[src/rtl/fan_ctrl_pkg.sv]
// Shared constants, register map, FSM encoding and duty-adjust arithmetic for fan_ctrl.
package fan_ctrl_pkg;

    localparam logic [4:0] BASE_ADDR  = 5'h18;
    localparam logic [7:0] DUTY_MIN   = 8'd40;
    localparam logic [1:0] SPINUP_WIN = 2'd2;
    localparam logic [1:0] STALL_WIN  = 2'd3;

    localparam logic [1:0] REG_CTRL   = 2'd0;
    localparam logic [1:0] REG_TARGET = 2'd1;
    localparam logic [1:0] REG_TACH   = 2'd2;
    localparam logic [1:0] REG_DUTY   = 2'd3;

    localparam int CTRL_EN_BIT     = 0;
    localparam int CTRL_AUTO_BIT   = 1;
    localparam int CTRL_IRQ_EN_BIT = 2;
    localparam int CTRL_STALL_BIT  = 7;

    localparam logic [9:0] STEP_BIG   = 10'd8;
    localparam logic [9:0] STEP_SMALL = 10'd1;
    localparam logic [8:0] ERR_THRESH = 9'd16;

    typedef enum logic [1:0] {
        ST_IDLE   = 2'd0,
        ST_SPINUP = 2'd1,
        ST_ADJUST = 2'd2
    } fan_state_e;

    // One closed-loop step: move duty toward target by 8 or 1, clamped to [DUTY_MIN, 255].
    function automatic logic [7:0] adj_duty(input logic [7:0] duty,
                                            input logic [7:0] target,
                                            input logic [7:0] tach);
        logic [8:0] err;
        logic [8:0] mag;
        logic [9:0] step;
        logic [9:0] res;
        err  = {1'b0, target} - {1'b0, tach};
        mag  = err[8] ? (9'd0 - err) : err;
        step = (mag >= ERR_THRESH) ? STEP_BIG : STEP_SMALL;
        if (err == 9'd0) begin
            res = {2'b00, duty};
        end else if (!err[8]) begin
            res = {2'b00, duty} + step;
        end else begin
            res = {2'b00, duty} - step;
        end
        // bit 9 set means the subtraction went below zero
        if (res[9]) begin
            adj_duty = DUTY_MIN;
        end else if (res > 10'd255) begin
            adj_duty = 8'hFF;
        end else if (res < {2'b00, DUTY_MIN}) begin
            adj_duty = DUTY_MIN;
        end else begin
            adj_duty = res[7:0];
        end
    endfunction

endpackage

[src/rtl/fan_tach_cnt.sv]
// Tachometer front end: 2-flop synchronizer, rising-edge detect and saturating per-window counter.
module fan_tach_cnt
    import fan_ctrl_pkg::*;
(
    input  logic       clk,
    input  logic       rst_n,
    input  logic       win_ce,
    input  logic       tach,
    output logic [7:0] cnt,
    output logic       upd
);

    logic       s1_r;
    logic       s2_r;
    logic       prev_r;
    logic [7:0] win_cnt_r;
    logic [7:0] cnt_r;
    logic       upd_r;
    logic       rise_s;

    assign rise_s = s2_r & ~prev_r;

    // Synchronize, detect edges, count within the window and latch at the window strobe.
    always_ff @(posedge clk or negedge rst_n) begin
        if (!rst_n) begin
            s1_r      <= 1'b0;
            s2_r      <= 1'b0;
            prev_r    <= 1'b0;
            win_cnt_r <= 8'd0;
            cnt_r     <= 8'd0;
            upd_r     <= 1'b0;
        end else begin
            s1_r   <= tach;
            s2_r   <= s1_r;
            prev_r <= s2_r;
            upd_r  <= win_ce;
            if (win_ce) begin
                cnt_r     <= win_cnt_r;
                // an edge on the strobe cycle belongs to the new window
                win_cnt_r <= rise_s ? 8'd1 : 8'd0;
            end else if (rise_s && (win_cnt_r != 8'hFF)) begin
                win_cnt_r <= win_cnt_r + 8'd1;
            end
        end
    end

    assign cnt = cnt_r;
    assign upd = upd_r;

endmodule

[src/rtl/fan_ctrl.sv]
// Closed-loop fan controller with CSR interface. Stall detection is compiled in with FAN_CTRL_STALL_EN.
module fan_ctrl
    import fan_ctrl_pkg::*;
(
    input  logic       clk,
    input  logic       rst_n,
    input  logic       win_ce,
    input  logic       tach,
    input  logic [4:0] csr_a,
    input  logic [7:0] csr_di,
    input  logic       csr_we,
    output logic [7:0] csr_do,
    output logic [7:0] pwm_duty,
    output logic       pwm_en,
    output logic       irq
);

    logic [4:0] off_s;
    logic       hit_s;
    logic       wr_ctrl_s;
    logic       wr_target_s;
    logic       wr_duty_s;
    logic       en_r;
    logic       auto_r;
    logic       irq_en_r;
    logic [7:0] target_r;
    logic [7:0] duty_r;
    logic [7:0] duty_nxt_s;
    logic [1:0] spin_r;
    logic [7:0] csr_do_r;
    logic [7:0] rd_data_s;
    logic [7:0] tach_s;
    logic       upd_s;
    logic       auto_rise_s;
    logic       auto_clr_s;
    logic       adjust_s;
    logic       stall_hit_s;
    logic       stall_bit_s;
    fan_state_e state_r;
    fan_state_e state_nxt_s;

    assign off_s       = csr_a - BASE_ADDR;
    assign hit_s       = (off_s < 5'd4);
    assign wr_ctrl_s   = csr_we & hit_s & (off_s[1:0] == REG_CTRL);
    assign wr_target_s = csr_we & hit_s & (off_s[1:0] == REG_TARGET);
    assign wr_duty_s   = csr_we & hit_s & (off_s[1:0] == REG_DUTY);

    assign auto_rise_s = wr_ctrl_s & csr_di[CTRL_AUTO_BIT] & ~auto_r;
    assign auto_clr_s  = wr_ctrl_s & ~csr_di[CTRL_AUTO_BIT];
    assign adjust_s    = (state_r == ST_ADJUST) & upd_s & ~auto_clr_s;

    fan_tach_cnt u_tach (
        .clk    (clk),
        .rst_n  (rst_n),
        .win_ce (win_ce),
        .tach   (tach),
        .cnt    (tach_s),
        .upd    (upd_s)
    );

`ifdef FAN_CTRL_STALL_EN
    logic [1:0] stall_cnt_r;
    logic       stall_r;
    logic       stall_nxt_s;
    logic       irq_en_nxt_s;
    logic       irq_r;

    assign stall_hit_s  = adjust_s & (tach_s == 8'd0) & (stall_cnt_r == (STALL_WIN - 2'd1));
    // a stall being declared outranks a same-cycle write-1-to-clear
    assign stall_nxt_s  = stall_hit_s ? 1'b1 :
                          (wr_ctrl_s & csr_di[CTRL_STALL_BIT]) ? 1'b0 : stall_r;
    assign irq_en_nxt_s = wr_ctrl_s ? csr_di[CTRL_IRQ_EN_BIT] : irq_en_r;

    // Zero-count window tracking, sticky stall flag and its interrupt.
    always_ff @(posedge clk or negedge rst_n) begin
        if (!rst_n) begin
            stall_cnt_r <= 2'd0;
            stall_r     <= 1'b0;
            irq_r       <= 1'b0;
        end else begin
            if (adjust_s) begin
                stall_cnt_r <= ((tach_s != 8'd0) || stall_hit_s) ? 2'd0 : stall_cnt_r + 2'd1;
            end
            stall_r <= stall_nxt_s;
            irq_r   <= stall_nxt_s & irq_en_nxt_s;
        end
    end

    assign stall_bit_s = stall_r;
    assign irq         = irq_r;
`else
    assign stall_hit_s = 1'b0;
    assign stall_bit_s = 1'b0;
    assign irq         = 1'b0;
`endif

    // Next-state logic: clearing AUTO dominates, then spin-up entry, then normal sequencing.
    always_comb begin
        state_nxt_s = state_r;
        if (auto_clr_s) begin
            state_nxt_s = ST_IDLE;
        end else if (auto_rise_s || stall_hit_s) begin
            state_nxt_s = ST_SPINUP;
        end else begin
            case (state_r)
                ST_IDLE:   state_nxt_s = (win_ce && auto_r) ? ST_ADJUST : ST_IDLE;
                ST_SPINUP: state_nxt_s = (spin_r == 2'd0) ? ST_IDLE : ST_SPINUP;
                ST_ADJUST: state_nxt_s = ST_IDLE;
                default:   state_nxt_s = ST_IDLE;
            endcase
        end
    end

    // Duty source priority: forced full speed, loop adjustment, then manual write in AUTO=0.
    always_comb begin
        duty_nxt_s = duty_r;
        if (auto_rise_s || stall_hit_s) begin
            duty_nxt_s = 8'hFF;
        end else if (adjust_s) begin
            duty_nxt_s = adj_duty(duty_r, target_r, tach_s);
        end else if (wr_duty_s && !auto_r) begin
            duty_nxt_s = csr_di;
        end else begin
            duty_nxt_s = duty_r;
        end
    end

    // CSR read multiplexer, zero when the address is outside this block.
    always_comb begin
        rd_data_s = 8'h00;
        if (hit_s) begin
            case (off_s[1:0])
                REG_CTRL:   rd_data_s = {stall_bit_s, 4'b0000, irq_en_r, auto_r, en_r};
                REG_TARGET: rd_data_s = target_r;
                REG_TACH:   rd_data_s = tach_s;
                REG_DUTY:   rd_data_s = duty_r;
                default:    rd_data_s = 8'h00;
            endcase
        end else begin
            rd_data_s = 8'h00;
        end
    end

    // Control/state registers, spin-up window counter and registered outputs.
    always_ff @(posedge clk or negedge rst_n) begin
        if (!rst_n) begin
            en_r     <= 1'b0;
            auto_r   <= 1'b0;
            irq_en_r <= 1'b0;
            target_r <= 8'd0;
            duty_r   <= 8'd0;
            spin_r   <= 2'd0;
            csr_do_r <= 8'd0;
            state_r  <= ST_IDLE;
        end else begin
            if (wr_ctrl_s) begin
                en_r     <= csr_di[CTRL_EN_BIT];
                auto_r   <= csr_di[CTRL_AUTO_BIT];
                irq_en_r <= csr_di[CTRL_IRQ_EN_BIT];
            end
            if (wr_target_s) begin
                target_r <= csr_di;
            end
            if (auto_rise_s || stall_hit_s) begin
                spin_r <= SPINUP_WIN;
            end else if ((state_r == ST_SPINUP) && win_ce && (spin_r != 2'd0)) begin
                spin_r <= spin_r - 2'd1;
            end
            duty_r   <= duty_nxt_s;
            csr_do_r <= rd_data_s;
            state_r  <= state_nxt_s;
        end
    end

    assign csr_do   = csr_do_r;
    assign pwm_duty = duty_r;
    assign pwm_en   = en_r;

endmodule

[config.mk]
export PLATFORM = sky130hd
export DESIGN_NAME = fan_ctrl
export DESIGN_NICKNAME = d
export VERILOG_FILES = /design/src/rtl/fan_ctrl_pkg.sv /design/src/rtl/fan_tach_cnt.sv /design/src/rtl/fan_ctrl.sv
export SDC_FILE = /design/constraint.sdc
export NUM_CORES = 1
export LEC_CHECK = 0
export ABC_CLOCK_PERIOD_IN_PS = 6100
export CORE_MARGIN = 2
export CORE_UTILIZATION = 42
export CTS_CLUSTER_SIZE = 30
export DETAILED_ROUTE_END_ITERATION = 7
export GPL_TIMING_DRIVEN = 0
export HOLD_SLACK_MARGIN = 0.15
export PLACE_DENSITY = 0.65
export SLEW_MARGIN = 10
export SYNTH_ARGS = -nofsm -noshare
export SYNTH_HDL_FRONTEND = slang
export SYNTH_SLANG_ARGS = --single-unit
[constraint.sdc]
create_clock -name clk -period 6.1 [get_ports clk]
set_input_delay 1.22 -clock clk [delete_from_list [all_inputs] [get_ports clk]]
set_output_delay 1.22 -clock clk [all_outputs]
set_load 0.01 [all_outputs]
After elaboration in Yosys (flattened, before gate mapping):

Index checks and enable logic that the tools add are counted.

* register bits after elaboration: 51
* latch bits: 0
* bits in writable memories: 0
* ROM bits: 0
* output and inout port bits: 18
* word-level logic and storage cells: 83
* memories: 0

* add/sub/neg operators: 7
* $mul: 0
* divide/modulo/power cells: 0
* magnitude comparators: 4
* equal/unequal tests: 6
* shift-type cells: 0
* muxes and demuxes: 24
* bitwise logic cells: 14
* reductions and logical operators: 14

Operators with widths (count)
* two-way mux 8 bit: 9
* two-way mux 10 bit: 4
* one-hot mux 8 bit (4 select lines): 1
* AND 1 bit: 10
* greater-than comparator 10 x 8 -> 1 bit, second input constant: 1
* < comparator 10 x 6 -> 1 bit, second input constant: 1
* two-way mux 2 bit: 5
* adder 8 x 4 -> 9 bit: 1
* greater-or-equal comparator 9 x 5 -> 1 bit, second input constant: 1
* logical NOT 9 bit: 1
* two-way mux 9 bit: 1
* subtractor 1 x 9 -> 9 bit, first input constant: 1
* subtractor 8 x 4 -> 9 bit: 1
* subtractor 8 x 8 -> 9 bit: 1
* adder 8 x 1 -> 8 bit, second input constant: 1
* inequality test 8 bit, second input constant: 1
* == test 2 bit, second input constant: 3
* logical NOT 2 bit: 3
* nonzero test 2 bit: 3
* logical AND 1 bit: 5
* < comparator 5 x 3 -> 1 bit, second input constant: 1
* subtractor 5 bit, second input constant: 1
* == test 2 x 1 -> 1 bit, second input constant: 2
* two-way mux 4 bit: 1
* other kinds (6): 10

Depth between registers and ports, before layout:

Gate-level depths: netlist of run 1.

* word-level depth: 16
* depth in mapped cells: 21

Modules after synthesis:

A second synthesis of run 1 with hierarchy kept.

* cell total of the unflattened synthesis: 356
* area, all modules: 3459.6 µm²

By module, submodules not included
* fan_ctrl: instances 1, cells an instance 289, area each 2612.5 µm²
* fan_tach_cnt: instances 1, cells an instance 67, area each 847.1 µm²

Least setup slack after synthesis of run 1:

OpenSTA, ideal clock, no wires.

* kind: flip-flop to flip-flop
* start: register target_r[0]
* end: register duty_r[3], in the netlist pwm_duty[3]
* library setup time: 90 ps
* data arrival time: 4486 ps
* data required time: 6010 ps
* path slack: 1524 ps
* cell stages (with the launch flop): 21
* clock period less this slack: 4576 ps
* path through: dfrtp_1 inv_1 ha_1 inv_1 fa_1 a211o_1 a2111o_1 a32oi_4 o31a_1 nor2_1 a211oi_1 ha_1 nor3b_1 nor2_1 or3_1 o32a_1 xnor2_1 nor4_2 o21ai_1 a211o_2 o221ai_1

* longest elaborated chain between the ends: 16

Ends and longest elaborated chain
* from (decl): line fan_ctrl.sv:26 `logic [7:0] target_r;`
* from (signal assigned): line fan_ctrl.sv:162 `target_r <= csr_di;`
* subtractor 8 x 8 -> 9 bit (*): line fan_ctrl_pkg.sv:37 `err = {1'b0, target} - {1'b0, tach};`
* subtractor 1 x 9 -> 9 bit: line fan_ctrl_pkg.sv:38 `mag = err[8] ? (9'd0 - err) : err;`
* two-way mux 9 bit: line fan_ctrl_pkg.sv:38
* greater-or-equal comparator 9 x 5 -> 1 bit: line fan_ctrl_pkg.sv:39 `step = (mag >= ERR_THRESH) ? STEP_BIG : STEP_SMALL;`
* two-way mux 4 bit: line fan_ctrl_pkg.sv:39
* adder 8 x 4 -> 9 bit / subtractor 8 x 4 -> 9 bit (equally long branches): line fan_ctrl_pkg.sv:43, fan_ctrl_pkg.sv:45
* two-way mux 10 bit: line fan_ctrl_pkg.sv:42 `end else if (!err[8]) begin`
* two-way mux 10 bit (*): line fan_ctrl_pkg.sv:40 `if (err == 9'd0) begin`
* two-way mux 10 bit (*): line fan_ctrl.sv:119 `end else if (adjust_s) begin`
* two-way mux 10 bit (*): line fan_ctrl.sv:117 `if (auto_rise_s || stall_hit_s) begin`
* < comparator 10 x 6 -> 1 bit: line fan_ctrl_pkg.sv:52 `end else if (res < {2'b00, DUTY_MIN}) begin`
* two-way mux 8 bit: line fan_ctrl_pkg.sv:52
* two-way mux 8 bit: line fan_ctrl_pkg.sv:50 `end else if (res > 10'd255) begin`
* two-way mux 8 bit (*): line fan_ctrl_pkg.sv:48 `if (res[9]) begin`
* two-way mux 8 bit (*): line fan_ctrl.sv:119
* two-way mux 8 bit (*): line fan_ctrl.sv:117
* to (signal assigned): line fan_ctrl.sv:169 `duty_r <= duty_nxt_s;`
* to (decl): line fan_ctrl.sv:27 `logic [7:0] duty_r;`

Every way passes the cells marked *; elsewhere a longest branch is shown, timed or not. The select of a mux whose other input is x is not followed.
A chain may end at the register's enable or synchronous reset.

Worst setup path after layout of run 1:

Same ends and word-level chain as after synthesis.

==> flow_metrics.py, run 1 <==
metrics = {
    "floorplan": {
        "die_area_mm2": 0.00916,
        "design.core.area_mm2": 0.00818,
        "die_h_um": 95.7,
        "ios": 36,
        "placementRows": 33,
        "die_width_um": 95.7,
        "start_util_pct": 43.2,
    },
    "sta": {
        "tightestPinTransition_ns": 0.774,
        "slew_viol_final": 0,
        "fin_crit_sh_pct": 90.0,
        "final_hold_viol_count": 0,
        "setup_viol": 0,
        "setup-tns-final_ns": 0,
        "hold_ws_ns": 0.363,
        "min_period_ns": 5.49,
        "skew_ns": 0.00770,
        "rsz0062_at_grt": "false",
        "fmax_mhz": 182,
        "slew_headroom_pct": 48.2,
    },
    "pwr": {
        "p_sw_uw": 651,
        "p_sw_share_pct": 41.8,
        "p_per_area_mw_per_mm2": 377,
        "power_leakage_nw": 1.73,
        "intPower_uw": 905,
        "ir_worst_vdd_uv": 115,
        "p_clk_share_pct": 15.6,
        "pwr-share-comb_pct": 54.0,
        "seqPwrFrac_pct": 30.4,
    },
    "yosys": {
        "yosys_most_used_dff": "dfrtp_1",
        "synth_seq_area_share_pct": 36.1,
        "yosysTopAreaCell": "dfrtp_1",
        "ys_ff_latch": 51,
        "avgSynthCellArea_um2": 9.27,
        "synth-async-reset-ratio_pct": 100,
        "synth_nets": 418,
        "synth-edff-count": 0,
        "synth_cells": 381,
        "synth_area_leaders": "dfrtp_1 36%, ha_1 6.4%, o21ai_0 4.0%",
        "synth_commonest_cells": "51 x dfrtp_1, 33 x nand2_1, 28 x nor2_1, 28 x o21ai_0, 23 x inv_1",
        "syn_area_mm2": 0.00353,
        "synth.most_common_cell": "dfrtp_1",
        "synth_top_area_share_pct": 36.1,
        "yosysWarningCount": 0,
        "netlist-cell-type-count": 76,
    },
    "drt": {
        "drc": 0,
        "wire_per_inst_um": 16.3,
        "ant_nets": 0,
        "drtIter0Drc": 171,
        "postRouteWirelength_um": 8590,
        "num_vias": 3004,
        "dr.pass1.iters": 4,
        "viasPerCell": 5.69,
    },
    "place": {
        "place_congestion": 0.848,
        "dp_hpwl_um": 6560,
        "io_buffers": 33,
    },
    "setup_path": {
        "endpoint_kind": "register",
        "r2r_slack_ns": 0.61,
        "regToRegEndpoint": "pwm_duty[3]",
        "start_kind": "register",
        "crit_type": "register to register",
        "arrival_ns": 5.70,
        "critical_path.reg2reg.startpoint": "target_r[0]",
        "crit_fanout": 8,
        "cp.required_ns": 6.31,
        "reg2regPathDepth": 20,
    },
    "clock_network": {
        "clk_path_buf_depth": 2,
        "clk_latency_ns": 0.31,
        "clk_pin_slew_ns": 0.10,
        "hold_buffers": 0,
        "cts_made_buffers": 5,
        "cts_resized": 0,
        "h-tree-depth": 2,
        "cts_root_buf": "clkbuf_8",
        "post_cts_buffers": 0,
        "tritoncts": "yes",
        "clock-sinks": 51,
    },
    "grt": {
        "grt_antenna_before_repair": 0,
        "first_global_vias": 2772,
        "grt_pass1_wl_um": 14100,
        "grt_max_degree": 38,
        "grt_usage_pct": 19.7,
        "overflow": 0,
    },
    "final_layout": {
        "antenna_cells": 0,
        "num-fill-cells": 754,
        "syn_to_final_growth_pct": 16.7,
        "drive_gt1_share_pct": 13.5,
        "final_nets": 459,
    },
    "min_path": {
        "min_to": "u_tach.s2_r",
        "worstHoldStart": "u_tach.s1_r",
        "whs_path_depth": 0,
        "hp-class": "register to register",
    },
    "run_status": {
        "status": "finished clean",
    },
    "run": {
        "drv_cap": 0,
    },
}
==> cells in the final DEF (no fill, tap or decap), types with 6 or more instances in the layout <==
cell / netlist / final
xnor2_1: 8 / 8
o21ai_0: 28 / 28
inv_1: 23 / 23
dfrtp_1: 51 / 51
nor3_1: 8 / 8
nand4_1: 6 / 6
nand2_1: 33 / 33
nor2_1: 28 / 28
mux2_2: 12 / 12
nor3b_1: 6 / 6
clkdlybuf4s50_1: 0 / 32
a21oi_1: 18 / 18
ha_1: 18 / 18
xor2_1: 7 / 7
nor2b_1: 7 / 7
nand3_1: 7 / 7
clkbuf_1: 7 / 7
a31oi_1: 6 / 6
==> power by group through the flow <==
stage	clock network (mW)	logic (mW)	registers (mW)
6_report	0.242	0.840	0.474
5_1_grt	0.264	0.926	0.482
4_1_cts	0.249	0.835	0.474
3_5_place_dp	0	0.828	0.481
3_3_place_gp	0	0.814	0.478
2_1_floorplan	0	0.610	0.462
==> area by class of cell <==
class | instances | area [um2] | area share [%]
Sequential cell | 51 | 1280 | 30.9
Multi-Input combinational cell | 291 | 2080 | 50.4
Clock buffer | 5 | 68.8 | 1.67
Clock inverter | 3 | 46.3 | 1.12
Tap cell | 105 | 131 | 3.18
Buffer | 16 | 90.1 | 2.18
Inverter | 23 | 86.3 | 2.09
Timing Repair Buffer | 34 | 345 | 8.37
==> state kept, by name (all words and copies together), names as in the netlist <==
| register | cells |
|---|---|
| u_tach.s2_r | 1 |
| u_tach.upd | 1 |
| u_tach.win_cnt_r | 8 |
| csr_do | 8 |
| irq_en_r | 1 |
| spin_r | 2 |
| u_tach.cnt | 8 |
| target_r | 8 |
| state_r | 2 |
| u_tach.s1_r | 1 |
| pwm_en | 1 |
| auto_r | 1 |
| pwm_duty | 8 |
| u_tach.prev_r | 1 |
==> layer usage <==
layer	vias up	global-route usage (%)	routed length, um
li1	1479	-	-
met1	1446	27.3	4080
met2	74	32.3	4060
met3	5	2.90	367
met4	0	4.88	80
met5	-	0	0
==> how the worst max path moves through the flow <==
stage / start / to / slack, ns / depth (start not counted)
finish: target_r[0] / pwm_duty[3] / 0.61 / 20
global route: u_tach.cnt[0] / pwm_duty[2] / 0.21 / 19
CTS: target_r[0] / pwm_duty[3] / 0.66 / 20
detailed placement: target_r[0] / pwm_duty[3] / 0.69 / 20
global placement: target_r[0] / pwm_duty[3] / 0.70 / 20
floorplan: target_r[0] / pwm_duty[3] / 1.52 / 20
==> kinds of logic after synthesis <==
kind of cell / share of synthesized area, %
multiplexers: 6.02
AO/OA/AOI/OAI: 21.9
flip-flops: 36.1
buffers and inverters: 4.99
AND/OR/NAND/NOR: 19.7
XOR/XNOR: 4.18
adder cells (fa/ha/maj): 6.94
other: 0.106
==> critical path, stage by stage, from the launching register on <==
cell and delay [ns]:
dfrtp_1 0.39, inv_1 0.11, ha_1 0.18, inv_1 0.06, fa_1 0.44, or3_1 0.42
a21boi_1 0.62, xnor2_1 0.13, nor4_1 0.26, a21oi_1 0.08, a211oi_1 0.49, ha_1 0.28
nor3b_1 0.33, nor2_1 0.11, or3_1 0.34, o32a_1 0.22, xnor2_1 0.14, nor4_2 0.21
o21ai_1 0.18, a211o_2 0.33, o221ai_1 0.08
==> through the flow <==
stage	total power [mW]	utilization (%)	cells	setup WS [ns]	area (um2)
6_report	1.56	50.5	528	0.611	4130
2_1_floorplan	1.07	-	381	1.52	3530
4_1_cts	1.56	50.5	528	0.658	4130
3_5_place_dp	1.31	49.1	520	0.692	4010
3_3_place_gp	1.29	48.9	519	0.705	4000
5_1_grt	1.67	50.5	528	0.206	4130
Power figures use the tool's default switching activity.
==> run 2, diff against run 1 <==
--- a/config.mk
+++ b/config.mk
@@ -6,13 +6,13 @@
 export NUM_CORES = 1
 export LEC_CHECK = 0
 export ABC_CLOCK_PERIOD_IN_PS = 6100
-export CORE_MARGIN = 2
-export CORE_UTILIZATION = 42
+export CORE_UTILIZATION = 45
 export CTS_CLUSTER_SIZE = 30
 export DETAILED_ROUTE_END_ITERATION = 7
 export GPL_TIMING_DRIVEN = 0
 export HOLD_SLACK_MARGIN = 0.15
-export PLACE_DENSITY = 0.65
+export PLACE_DENSITY = 0.69
+export SETUP_SLACK_MARGIN = 0.1
 export SLEW_MARGIN = 10
 export SYNTH_ARGS = -nofsm -noshare
 export SYNTH_HDL_FRONTEND = slang
==> run 2 against run 1 <==
Clock power decreased by 17%. Cell count decreased by 1.1%. Sequential power hardly changed. Sequential share of layout area rose by 0.18 points. Via count grew 1.8%. Utilization rose by 4.9 points. Power is 2.5% lower. Die area decreased by 10%. First-iteration DRC count increased by 19%. Register-to-register slack barely moved. Largest cell class unchanged. Highest routed layer unchanged.
==> flow_metrics.py, run 2 (synthesis gave the netlist of run 1 again) <==
metrics = {
    "run_status": {
        "status": "finished clean",
    },
    "sta": {
        "setup_viol": 0,
        "slew_headroom_pct": 53.2,
        "fin_crit_sh_pct": 90.2,
        "min_period_ns": 5.50,
        "fmax_mhz": 182,
        "rsz0062_at_grt": "false",
        "final_hold_viol_count": 0,
        "slew_viol_final": 0,
        "tightestPinTransition_ns": 0.700,
        "setup-tns-final_ns": 0,
        "skew_ns": 0.0140,
    },
    "drt": {
        "postRouteWirelength_um": 8500,
        "dr.pass1.iters": 5,
        "num_vias": 3058,
        "ant_nets": 0,
        "viasPerCell": 5.86,
        "drtIter0Drc": 203,
        "wire_per_inst_um": 16.3,
        "drc": 0,
    },
    "pwr": {
        "p_sw_share_pct": 42.3,
        "p_sw_uw": 642,
        "pwr-share-comb_pct": 55.6,
        "intPower_uw": 876,
        "ir_worst_vdd_uv": 130,
        "total_power_mw": 1.52,
        "seqPwrFrac_pct": 31.1,
        "p_per_area_mw_per_mm2": 370,
        "power_leakage_nw": 1.72,
        "p_clk_share_pct": 13.3,
    },
    "place": {
        "io_buffers": 33,
        "dp_hpwl_um": 6480,
        "place_congestion": 0.832,
        "dp.cells": 514,
    },
    "setup_path": {
        "endpoint_kind": "register",
        "arrival_ns": 5.72,
        "critical_path.reg2reg.startpoint": "target_r[0]",
        "crit_fanout": 8,
        "cp.required_ns": 6.32,
        "startpoint": "target_r[0]",
        "start_kind": "register",
        "crit_type": "register to register",
    },
    "grt": {
        "grt_usage_pct": 21.6,
        "grt_pass1_wl_um": 14100,
        "first_global_vias": 2843,
        "grt_antenna_before_repair": 0,
        "grt_max_degree": 37,
        "overflow": 0,
    },
    "clock_network": {
        "h-tree-depth": 2,
        "cts_resized": 0,
        "cts_made_buffers": 5,
        "clock-sinks": 51,
        "cts_root_buf": "clkbuf_8",
        "clk_pin_slew_ns": 0.09,
        "post_cts_buffers": 0,
        "clk_latency_ns": 0.31,
        "hold_buffers": 0,
        "clk_path_buf_depth": 2,
        "tritoncts": "yes",
    },
    "floorplan": {
        "start_util_pct": 47.7,
        "die_h_um": 90.6,
        "ios": 36,
        "placementRows": 31,
        "die_area_mm2": 0.00821,
        "design.core.area_mm2": 0.00741,
        "die_width_um": 90.6,
    },
    "final_layout": {
        "drive_gt1_share_pct": 13.5,
        "antenna_cells": 0,
        "instances_no_fill": 522,
        "num-fill-cells": 666,
        "ff_latch_area_mm2": 0.00128,
        "fin_util_pct": 55.4,
        "final_common_cell": "dfrtp_1",
        "final_cell_mix": "51 x dfrtp_1, 33 x nand2_1, 32 x clkdlybuf4s50_1, 28 x o21ai_0, 28 x nor2_1",
        "multi_input_area_mm2": 0.00208,
        "syn_to_final_growth_pct": 16.1,
        "final_nets": 459,
    },
    "min_path": {
        "worstHoldStart": "u_tach.s1_r",
        "hp-class": "register to register",
    },
    "run": {
        "drv_cap": 0,
    },
}
-- run 2: cell type report --
type | count | area share, %
buffer | 16 | 2.20
timing repair buffer | 34 | 8.42
tap | 99 | 3.02
clock buffer | 7 | 2.10
sequential | 51 | 31.1
clock inverter | 1 | 0.214
multi-input combinational | 291 | 50.8
inverter | 23 | 2.10
-- run 2: power by group through the flow --
stage                     clock network, mW  logic (mW)  registers, mW
after CTS                             0.207       0.832          0.473
after global placement                    0       0.814          0.477
after floorplan                           0       0.610          0.462
after global routing                  0.221       0.933          0.484
final                                 0.202       0.843          0.472
after detailed placement                  0       0.825          0.479
-- run 2: worst paths after layout --
| check | endpoint | slack [ns] | cells past startpoint |
|---|---|---|---|
| max | pwm_duty[0] | 0.60 | 20 |
| min | u_tach.s2_r | 0.37 | 0 |
| max reg2reg | pwm_duty[0] | 0.60 | 20 |
| min in group asynchronous | state_r[0] | 0.81 | 1 |
| min reg2reg | u_tach.s2_r | 0.37 | 0 |
| max in group asynchronous | u_tach.win_cnt_r[1] | 4.77 | 2 |
-- run 2: per-layer routing --
metal / share of wire [%] / track usage, %
met1: 48 / 31.4
met2: 47 / 33.9
met3: 3.6 / 3.11
met4: 1.6 / 5.11
met5: 0 / 0
-- run 2: metrics by stage --
step	instance area, um2	setup slack [ns]	hold WS [ns]
after floorplan	3530	1.52	0.331
after global placement	3990	0.709	0.334
after detailed placement	4000	0.596	0.341
after CTS	4100	0.554	0.376
after global routing	4100	0.180	0.381
final	4100	0.599	0.371
-- run 2: critical path, stage by stage (launching register included) --
cell	delay, ns
dfrtp_1	0.39
inv_1	0.11
ha_1	0.17
inv_1	0.05
fa_1	0.44
a211o_1	0.33
a2111o_1	0.41
a32oi_4	0.39
o31a_1	0.20
nor2_1	0.05
a211oi_1	0.61
ha_1	0.29
nor3b_1	0.37
nor2_1	0.11
or3_1	0.35
o32a_1	0.23
xnor2_1	0.18
nor4_2	0.06
o21ai_1	0.26
o21ai_2	0.13
o31ai_1	0.26
==> run 3, diff against run 2 <==
--- a/config.mk
+++ b/config.mk
@@ -7,6 +7,8 @@
 export LEC_CHECK = 0
 export ABC_CLOCK_PERIOD_IN_PS = 6100
 export CORE_UTILIZATION = 45
+export CTS_BUF_LIST = sky130_fd_sc_hd__clkbuf_2
+export CTS_CLUSTER_DIAMETER = 150
 export CTS_CLUSTER_SIZE = 30
 export DETAILED_ROUTE_END_ITERATION = 7
 export GPL_TIMING_DRIVEN = 0
==> run 3 against run 2 <==
Power down 4.5%. Cell count unchanged. Clock skew up 0.018 ns. Combinational power about the same. Die area unchanged. Critical path depth unchanged. Register-to-register slack worse by 0.04 ns. Sequential power about the same. Global-route usage down 0.076 points. Sequential cell count unchanged. Largest power group unchanged.
==> flow_metrics.py, run 3 (synthesis gave the netlist of run 1 again) <==
metrics = {
    "final_layout": {
        "syn_to_final_growth_pct": 14.6,
        "final_cell_mix": "51 x dfrtp_1, 33 x nand2_1, 32 x clkdlybuf4s50_1, 28 x o21ai_0, 28 x nor2_1",
        "final_nets": 459,
        "final_common_cell": "dfrtp_1",
        "num-fill-cells": 675,
        "drive_gt1_share_pct": 13.5,
        "antenna_cells": 0,
    },
    "grt": {
        "grt_antenna_before_repair": 0,
        "use_met1_pct": 31.3,
        "grt_max_degree": 37,
        "use_met2_pct": 33.8,
        "overflow": 0,
        "busiest_layer": "met2",
        "grt_usage_pct": 21.5,
        "use_met3_pct": 3.11,
        "first_global_vias": 2859,
        "grt_pass1_wl_um": 14200,
    },
    "setup_path": {
        "regToRegEndpoint": "pwm_duty[0]",
        "crit_fanout": 8,
        "r2r_slack_ns": 0.56,
        "reg2regPathDepth": 20,
        "worstPathCellList": "inv_1 -> ha_1 -> inv_1 -> fa_1 -> a211o_1 -> a2111o_1 -> a32oi_4 -> o31a_1 -> nor2_1 -> a211oi_1 -> ha_1 -> nor3b_1 -> nor2_1 -> or3_1 -> o32a_1 -> xnor2_1 -> nor4_2 -> o21ai_1 -> o21ai_2 -> o31ai_1",
        "start_kind": "register",
        "path_buf_inv": 2,
        "critical_path.reg2reg.startpoint": "target_r[0]",
        "arrival_ns": 5.90,
        "cp.required_ns": 6.46,
        "endpoint_kind": "register",
        "crit_type": "register to register",
        "crit_slowest_cell": "a211oi_1",
        "max_stage_delay_ns": 0.60,
        "cp_top_family": "compound AO/OA/AOI/OAI gates",
    },
    "place": {
        "place_congestion": 0.832,
        "dp_hpwl_um": 6480,
        "io_buffers": 33,
    },
    "drt": {
        "num_vias": 3031,
        "viasPerCell": 5.81,
        "wire_per_inst_um": 16.2,
        "drtIter0Drc": 220,
        "dr.pass1.iters": 4,
        "ant_nets": 0,
        "drc": 0,
        "postRouteWirelength_um": 8460,
    },
    "pwr": {
        "total_power_mw": 1.45,
        "p_per_area_mw_per_mm2": 358,
        "power_leakage_nw": 1.70,
        "ir_worst_vdd_uv": 131,
    },
    "clock_network": {
        "clk_latency_ns": 0.43,
        "cts_made_buffers": 5,
        "clk_path_buf_depth": 2,
        "h-tree-depth": 2,
        "tritoncts": "yes",
        "clk_pin_slew_ns": 0.25,
        "post_cts_buffers": 0,
        "clock-sinks": 51,
        "cts_root_buf": "clkbuf_2",
    },
    "min_path": {
        "whs_path_depth": 0,
        "worstHoldStart": "u_tach.s1_r",
        "hp-class": "register to register",
        "min_to": "u_tach.s2_r",
    },
    "sta": {
        "setup-tns-final_ns": 0,
        "fin_crit_sh_pct": 90.8,
        "final_hold_viol_count": 0,
        "setup_viol": 0,
        "slew_headroom_pct": 51.0,
        "skew_ns": 0.0319,
        "fmax_mhz": 181,
        "rsz0062_at_grt": "false",
        "slew_viol_final": 0,
        "min_period_ns": 5.54,
        "tightestPinTransition_ns": 0.732,
    },
    "floorplan": {
        "start_util_pct": 47.7,
        "design.core.area_mm2": 0.00741,
        "die_width_um": 90.6,
        "ios": 36,
        "die_h_um": 90.6,
        "placementRows": 31,
        "die_area_mm2": 0.00821,
    },
    "run": {
        "drv_cap": 0,
    },
    "run_status": {
        "status": "finished clean",
    },
}
-- run 3: final cells by class --
cell class | count | area (um2) | area share, %
buffer | 16 | 90.1 | 2.22
clock buffer | 6 | 30.0 | 0.742
clock inverter | 2 | 12.5 | 0.309
inverter | 23 | 86.3 | 2.13
multi-input combinational | 291 | 2080 | 51.5
sequential | 51 | 1280 | 31.5
tap | 99 | 124 | 3.06
timing repair buffer | 34 | 345 | 8.53
-- run 3: what timing repair did --
item	in CTS	in global routing
resized for setup	0	1
endpoints found under the setup margin	0	5
hold buffers	0	0
-- run 3: per-layer routing --
metal | vias up | wire [um]
met5 | - | 0
met4 | 0 | 94
met3 | 9 | 379
met2 | 90 | 3950
met1 | 1465 | 4040
li1 | 1467 | -
-- run 3: worst register-to-register path, cell delays in order, from the launching register on --
cell and delay (ns):
dfrtp_1 0.44, inv_1 0.11, ha_1 0.18, inv_1 0.05
fa_1 0.44, a211o_1 0.33, a2111o_1 0.41, a32oi_4 0.40
o31a_1 0.20, nor2_1 0.05, a211oi_1 0.60, ha_1 0.29
nor3b_1 0.38, nor2_1 0.12, or3_1 0.36, o32a_1 0.23
xnor2_1 0.18, nor4_2 0.06, o21ai_1 0.26, o21ai_2 0.13
o31ai_1 0.26
-- run 3: metrics by stage --
step	worst slack, ns	instance area, um2	hold WS (ns)	utilization (%)	instances
floorplan	1.52	3530	0.331	-	381
global placement	0.709	3990	0.334	53.8	513
global route	0.160	4050	0.413	54.7	522
finish	0.561	4050	0.400	54.7	522
detailed placement	0.596	4000	0.341	54.0	514
CTS	0.522	4050	0.405	54.6	522
-- run 3: how the worst max path moves through the flow --
stage / start / to / slack (ns) / depth (start not counted)
finish: target_r[0] / pwm_duty[0] / 0.56 / 20
global route: target_r[0] / pwm_duty[0] / 0.16 / 20
CTS: target_r[0] / pwm_duty[2] / 0.52 / 20
detailed placement: target_r[0] / pwm_duty[2] / 0.60 / 20
global placement: target_r[0] / pwm_duty[5] / 0.71 / 20
floorplan: target_r[0] / pwm_duty[3] / 1.52 / 20
-- run 3: report_power, final --
group	switching (mW)	leakage [nW]	internal [mW]
clock	0.104	0.0306	0.0296
sequential	0.0793	0.659	0.393
combinational	0.454	1.01	0.390
total	0.637	1.70	0.812
